--- config.mk ---
export PLATFORM = sky130hd
export DESIGN_NAME = serial_subtractor
export DESIGN_NICKNAME = d
export VERILOG_FILES = /design/src/rtl/serial_subtractor.sv
export SDC_FILE = /design/constraint.sdc
export NUM_CORES = 1
export LEC_CHECK = 0
export ABC_AREA = 1
export BUFFER_PORTS_ARGS = -buffer_cell sky130_fd_sc_hd__buf_2
export CAP_MARGIN = 0
export CORE_UTILIZATION = 40
export DETAILED_ROUTE_END_ITERATION = 12
export REMOVE_ABC_BUFFERS = 1
export SYNTH_ARGS = -nofsm -noshare
export SYNTH_HDL_FRONTEND = slang
export SYNTH_SLANG_ARGS = --single-unit
--- constraint.sdc ---
create_clock -name clk -period 1.1 [get_ports clk]
set_input_delay 0.055 -clock clk [delete_from_list [all_inputs] [get_ports clk]]
set_output_delay 0.055 -clock clk [all_outputs]
set_load 0.01 [all_outputs]
--- src/rtl/serial_subtractor.sv ---
// Bit-serial two's complement subtractor (a - b), LSB first, for EDSAC short/long words.
// Optional result flags (negative/zero/overflow) are built when SERIAL_SUBTRACTOR_FLAGS_EN is defined.
`timescale 1ns/1ps

module serial_subtractor #(
    parameter int SHORT_LEN = 17,
    parameter int LONG_LEN  = 35
) (
    input  logic clk,
    input  logic rst_n,
    input  logic start,
    input  logic long,
    input  logic a,
    input  logic b,
    output logic diff,
    output logic diff_valid,
    output logic word_end,
    output logic busy,
    output logic negative,
    output logic zero,
    output logic overflow
);

    localparam int CNT_W = (LONG_LEN > 1) ? $clog2(LONG_LEN) : 1;

    typedef enum logic {
        IDLE = 1'b0,
        RUN  = 1'b1
    } state_t;

    state_t           state;
    logic [CNT_W-1:0] cnt;
    logic [CNT_W-1:0] last_idx;
    logic             borrow;

    logic             sample;
    logic             borrow_in;
    logic             d_bit;
    logic             borrow_out;
    logic             last_bit;
    logic [CNT_W-1:0] new_last_idx;

    // A start always forces a zero borrow-in, which also covers abandoning a word mid-flight.
    always_comb begin
        new_last_idx = long ? CNT_W'(LONG_LEN - 1) : CNT_W'(SHORT_LEN - 1);
        sample       = start || (state == RUN);
        borrow_in    = (state == RUN) && !start && borrow;
        d_bit        = a ^ b ^ borrow_in;
        borrow_out   = (~a & b) | (~(a ^ b) & borrow_in);
        last_bit     = start ? (new_last_idx == '0) : (cnt == last_idx);
    end

    // Sample stage -> registered result bit, one cycle latency
    always_ff @(posedge clk or negedge rst_n) begin
        if (!rst_n) begin
            state      <= IDLE;
            cnt        <= '0;
            last_idx   <= '0;
            borrow     <= 1'b0;
            diff       <= 1'b0;
            diff_valid <= 1'b0;
            word_end   <= 1'b0;
            busy       <= 1'b0;
        end else begin
            diff       <= sample & d_bit;
            diff_valid <= sample;
            word_end   <= sample & last_bit;
            if (sample) begin
                borrow <= borrow_out;
                if (start) begin
                    last_idx <= new_last_idx;
                end
                if (last_bit) begin
                    state <= IDLE;
                    cnt   <= '0;
                    busy  <= 1'b0;
                end else begin
                    state <= RUN;
                    busy  <= 1'b1;
                    cnt   <= start ? CNT_W'(1) : cnt + CNT_W'(1);
                end
            end else begin
                borrow <= 1'b0;
                busy   <= 1'b0;
            end
        end
    end

`ifdef SERIAL_SUBTRACTOR_FLAGS_EN
    logic zero_acc;
    logic zero_run;

    // Running "all bits so far were zero", restarted by every start.
    always_comb begin
        zero_run = (start ? 1'b1 : zero_acc) & ~d_bit;
    end

    // Flag stage: committed only when the MSB of a completed word is sampled
    always_ff @(posedge clk or negedge rst_n) begin
        if (!rst_n) begin
            zero_acc <= 1'b1;
            negative <= 1'b0;
            zero     <= 1'b1;
            overflow <= 1'b0;
        end else if (sample) begin
            zero_acc <= zero_run;
            if (last_bit) begin
                negative <= d_bit;
                zero     <= zero_run;
                overflow <= (a ^ b) & (a ^ d_bit);
            end
        end
    end
`else
    assign negative = 1'b0;
    assign zero     = 1'b0;
    assign overflow = 1'b0;
`endif

endmodule

==> reports/metrics.csv, run 1 <==
metric;value;unit
die area;0.00197;mm2
CTS tree;built;
Die Height;44.4;um
Pre-antenna DRT Iters;4;
CP max FO;2;
WP data required;1280;ps
met2 wire length;636;um
worst slack at placement;-41.3;ps
chip width;44.4;um
largest area contributor in the netlist;dfrtp_1;
Worst-Skew Late Latency;270;ps
Lkg Pwr;0.000490;uW
Synth Register Bits;14;
Final Cycle Share;104;%
most frequent cells in the layout;nand2_1 (19), dfrtp_1 (13), buf_4 (12);
RSZ-0062 raised after global routing;true;
total gr overflow;0;
WL met1;659;um
Synth area leaders;dfrtp_1 (49%), nand2_1 (11%), inv_1 (5.2%);
Vias;577;
gr usage total;16.5;%
clk buf depth;2;
Synth Area in XOR/XNOR;3.65;%
clk root buf;clkbuf_4;
Crit path arrival time;1320;ps
number of remaining DRC errors;0;
average wire per standard cell;10.1;um
Seq. cell area;352;um2
routed wire length;1.35;mm
Syn Inst Count;85;
Post-Synthesis Cell Area;719;um2
Max Cap Viol;0;
post-DP HPWL;955;um
crit-path max cell delay;490;ps
Final Non-Filler Cells;134;
Post-DRT Antenna Nets;0;
Startpoint Class;flop;
first-pass GRT wire length;2.29;mm
min Tclk post-route;1150;ps
proportion of synthesized area in mux cells;0;%
initial antenna violation count;0;
Area Growth Syn to Fin;35.1;%
clock skew;4.20;ps
fraction of the mapped netlist area in adder cells;4.52;%
Hold Path Class;in2reg;
share of cells above drive strength 1;45.5;%
Final nets;120;
Final Setup Violations;5;
wire length on met3;40;um
num ports;13;
Multi-input gate area;359;um2
largest family of logic cells by synthesized area;simple AND/OR/NAND/NOR gates;
Final TNS setup;-89.7;ps
CTS clk-pin slew, worst paths;80;ps
Final Hold Viols;0;
post-synthesis compound-gate area fraction;6.96;%
status;complete, but fails checks;
Max Used Layer;met4;
port bufs;9;
warning count from the yosys run;0;
core area;0.00159;mm2
cts bufs inserted;3;
worst setup path class;reg2reg;
vias in the first global route;554;
failing checks;setup timing;
total clock sinks;14;
Max Slew Vio Count;0;
crit path capture type;flop;
Layout fillers;144;
commonest non-fill, non-tap cell in the layout;nand2_1;
syn avg cell area;8.46;um2
placed insts;127;
Max Freq;0.872;GHz
starting density of the core;45.1;%
Antenna diodes;0;
Worst VDD drop;0.000912;V
post-synthesis simple-gate area fraction;25.2;%
Yosys cell types;20;
Rows;14;
PnR worst setup slack;-46.7;ps
Final Util;61.0;%
CP bufs+invs;0;
Synth top area share;48.7;%
P per Cell Area;1310;mW/mm2
largest net degree at the start of global routing;15;
post-synthesis sequential area ratio;48.7;%
Via density;4.31;
crit-path leading delay family;adder cells;
worst path cell trace;nand2_2, nor2_2, fa_1, nor2_1;
number of DRC markers in iteration 0;5;
H-tree depth;1;
Crit-path slowest cell;fa_1;
final RePlAce weighted congestion;0.771;
==> worst min-delay path: cells and delay by family <==
kind	cells	cell delay (ps)
buffers and inverters	1	70
AOI/OAI and AO/OA	1	70
and+or+nand+nor	1	50
==> stage by stage <==
step,total power (uW),hold WS (ps),instance area [um2]
6_report,1280,19.0,972
5_1_grt,1360,45.8,972
4_1_cts,1230,14.7,897
3_5_place_dp,932,-33.5,855
3_3_place_gp,933,-31.4,855
2_1_floorplan,797,-241,704
==> cells in the mapped netlist <==
cell,count
buf_4,3
conb_1,1
dfrtp_1,14
fa_1,1
ha_1,1
inv_1,10
inv_2,4
nand2_1,22
nand2_2,2
nand3_1,5
nand3_2,1
nor2_1,9
nor2_2,1
nor2_4,1
o21a_1,1
o21ai_0,2
o21ai_1,2
o21bai_2,2
xnor2_1,1
xor2_1,2
==> sequential cells by signal, summed over array words and instances (netlist names) <==
register,cells
borrow,1
last_idx,2
word_end,1
diff,1
busy,1
cnt,6
diff_valid,1
state,1
==> kinds of logic (layout without fill, tap and decap cells) <==
family / after synthesis / after routing
and+or+nand+nor: 41 / 41
buffers and inverters: 17 / 40
DFF: 14 / 14
AOI/OAI and AO/OA: 7 / 7
xor gates and xnor gates: 3 / 3
adders and majority gates: 2 / 2
other: 1 / 3
==> final timing paths <==
| kind | from | to | slack, ps | cells after the start |
|---|---|---|---|---|
| min in group asynchronous | rst_n | word_end$_DFF_PN0_ | 200 | 2 |
| worst max-delay path | state$_DFFE_PN0N_ | diff$_DFF_PN0_ | -50 | 4 |
| worst min-delay path | long | last_idx[1]$_DFFE_PN0P_ | 20 | 3 |
| worst max register to register | state$_DFFE_PN0N_ | diff$_DFF_PN0_ | -50 | 4 |
| max in group asynchronous | rst_n | cnt[4]$_DFFE_PN0N_ | 640 | 2 |
| worst min register to register | last_idx[4]$_DFFE_PN0P_ | last_idx[4]$_DFFE_PN0P_ | 500 | 1 |
==> final cells by class <==
cell class / instances / share of cell area [%]
timing repair buffer: 23 / 16.1
inverter: 14 / 5.41
multi-input combinational: 56 / 36.9
sequential: 14 / 36.2
tap: 24 / 3.09
clock buffer: 3 / 2.32
==> per-layer routing <==
| layer | up-vias | global-route usage [%] |
|---|---|---|
| li1 | 302 | - |
| met1 | 262 | 21.4 |
| met2 | 11 | 24.7 |
| met3 | 2 | 7.35 |
| met4 | 0 | 5.45 |
| met5 | - | 0 |
==> what timing repair did <==
item	in CTS	in global routing
setup endpoints to repair	7	9
gates resized for setup	5	15
setup buffers	0	3
hold buffers	1	0
hold endpoints to repair	14	0
pin swaps	3	9
==> report_power, final <==
part	internal (uW)	switching, uW
registers	569	43.8
clock network	127	155
logic	179	203
No activity file was read; power rests on OpenSTA's default activity.
==> inputs of run 2 (changes only) <==
CORE_ASPECT_RATIO = 1.25   (was default)
==> run 2 against run 1 <==
The flow still finishes with violations (setup timing); global-route usage is 0.92 points higher; register-to-register slack hardly changed; first-iteration DRC count is 20% lower; cell count is 6.0% lower; non-clock buffer count is 3 lower; die area hardly changed; total power is 4.8% higher; clock-buffer cell count is 1 higher; clock power is 38% higher; largest cell class is now flip-flops and latches; largest power group unchanged.
==> reports/metrics.csv, run 2 (same netlist as run 1, synthesis figures left out) <==
metric;value;unit;change
top flop regs;cnt: 6 flops, last_idx: 2 flops;;
min Tclk post-route;1140;ps;-9.69 ps
Layout fillers;156;;+8.3%
CTS clk-pin slew, worst paths;100;ps;+20 ps
routed wire length;1.36;mm;about the same
CP endpoint;cnt[2]$_DFFE_PN0N_;;
WP data required;1290;ps;about the same
status;complete, but fails checks;;
clk buf depth;2;;unchanged
Rows;16;;+2
num ports;13;;unchanged
chip width;39.9;um;-10%
Pre-antenna DRT Iters;3;;-1
Max Slew Vio Count;0;;unchanged
number of DRC markers in iteration 0;4;;-1
Post-DRT Antenna Nets;0;;unchanged
first-pass GRT wire length;2.30;mm;+0.31%
Final nets;117;;-2.5%
Lkg Pwr;0.000464;uW;-5.2%
worst setup path class;reg2reg;;
Via density;4.68;;+8.7%
H-tree depth;1;;unchanged
Max Cap Viol;0;;unchanged
Worst VDD drop;0.000774;V;-15%
crit path launch;cnt[0]$_DFFE_PN0N_;;
largest net degree at the start of global routing;15;;unchanged
Final Util;56.7;%;-4.3 points
total gr overflow;0;;unchanged
PnR worst setup slack;-37.0;ps;+9.69 ps
total clock sinks;14;;unchanged
most frequent cells in the layout;nand2_1 (20), dfrtp_1 (13), inv_1 (9), buf_2 (9), buf_4 (9);;
RSZ-0062 raised after global routing;true;;
Crit path arrival time;1330;ps;about the same
die area;0.00197;mm2;about the same
Worst-Skew Late Latency;290;ps;+20 ps
Antenna diodes;0;;unchanged
final RePlAce weighted congestion;0.752;;-2.5%
starting density of the core;44.4;%;-0.77 points
average wire per standard cell;10.8;um;+6.4%
core area;0.00162;mm2;+1.7%
number of remaining DRC errors;0;;unchanged
Startpoint Class;flop;;
vias in the first global route;559;;+0.90%
R2R Path End;cnt[2]$_DFFE_PN0N_;;
worst slack at placement;-95.6;ps;-54.3 ps
max FFs per register;6;;unchanged
r2r setup slk;-40;ps;about the same
post-DP HPWL;999;um;+4.6%
Hold Path Class;in2reg;;
CP max FO;4;;+2
reg2reg start;cnt[0]$_DFFE_PN0N_;;
commonest non-fill, non-tap cell in the layout;nand2_1;;
Max Freq;0.879;GHz;+0.85%
gr usage total;17.4;%;+0.92 points
Area Growth Syn to Fin;27.8;%;
crit path capture type;flop;;
failing checks;setup timing;;
cts bufs inserted;3;;unchanged
Final Setup Violations;8;;+3
CTS tree;built;;
Worst R2R Path Depth;6;;+2
initial antenna violation count;0;;unchanged
P per Cell Area;1450;mW/mm2;+11%
Die Height;49.4;um;+11%
Final Cycle Share;103;%;-0.88 points
clk root buf;clkbuf_4;;
share of cells above drive strength 1;38.9;%;-6.6 points
Vias;590;;+2.3%
clock skew;9.39;ps;+5.18 ps
Final Hold Viols;0;;unchanged
most flop-heavy register;cnt;;
port bufs;9;;unchanged
[run 2: worst min path at each step]
stage,slack [ps],cells after the start,end,start
2_1_floorplan,-240,0,borrow$_DFF_PN0_,rst_n
3_3_place_gp,-30,1,diff$_DFF_PN0_,rst_n
3_5_place_dp,-30,1,diff$_DFF_PN0_,rst_n
4_1_cts,90,3,diff$_DFF_PN0_,b
5_1_grt,90,3,diff$_DFF_PN0_,b
6_report,90,3,diff$_DFF_PN0_,b
[run 2: final cells by class]
| cell class | count | area (um2) | area share [%] |
|---|---|---|---|
| Sequential cell | 14 | 352 | 38.2 |
| Multi-Input combinational cell | 56 | 324 | 35.2 |
| Timing Repair Buffer | 20 | 133 | 14.4 |
| Inverter | 14 | 52.6 | 5.71 |
| Clock buffer | 4 | 36.3 | 3.95 |
| Tap cell | 18 | 22.5 | 2.45 |
[run 2: metrics by stage]
step | power [uW] | std cells | hold slack, ps | cell area [um2] | setup TNS (ps)
after floorplan | 797 | 84 | -241 | 704 | -88.2
after global placement | 912 | 118 | -33.9 | 825 | -154
after detailed placement | 920 | 118 | -31.2 | 825 | -275
after CTS | 1330 | 126 | 92.0 | 906 | -37.9
after global routing | 1410 | 126 | 87.2 | 920 | -685
final | 1340 | 126 | 93.4 | 920 | -175
[run 2: metal layers]
metal	part of all wire, %	GRT usage (%)
met3	2.4	2.74
met4	2.7	12.1
met1	42	20.2
met2	52	27.4
met5	0	0
[run 2: timing repair]
item | in CTS | in global routing
hold endpoints to repair | 15 | 0
buffers inserted | 2 | 0
resized for setup | 4 | 6
hold buffers | 2 | 0
setup endpoints to repair | 9 | 10
pin swaps | 3 | 2
[run 2: power breakdown]
group          total, uW  leakage, uW  internal, uW  switching (uW)
sequential           616     0.000166           569            47.3
combinational        333     0.000277           160             174
clock                388    0.0000210           202             186
total               1340     0.000464           930             407
[run 2: critical path: stages, from the launching register on]
cell      delay, ps
dfrtp_1         440
nor2_1          120
nand2_1          80
nor2_2          140
nand2_2         110
nand2_2         100
o21bai_2         60
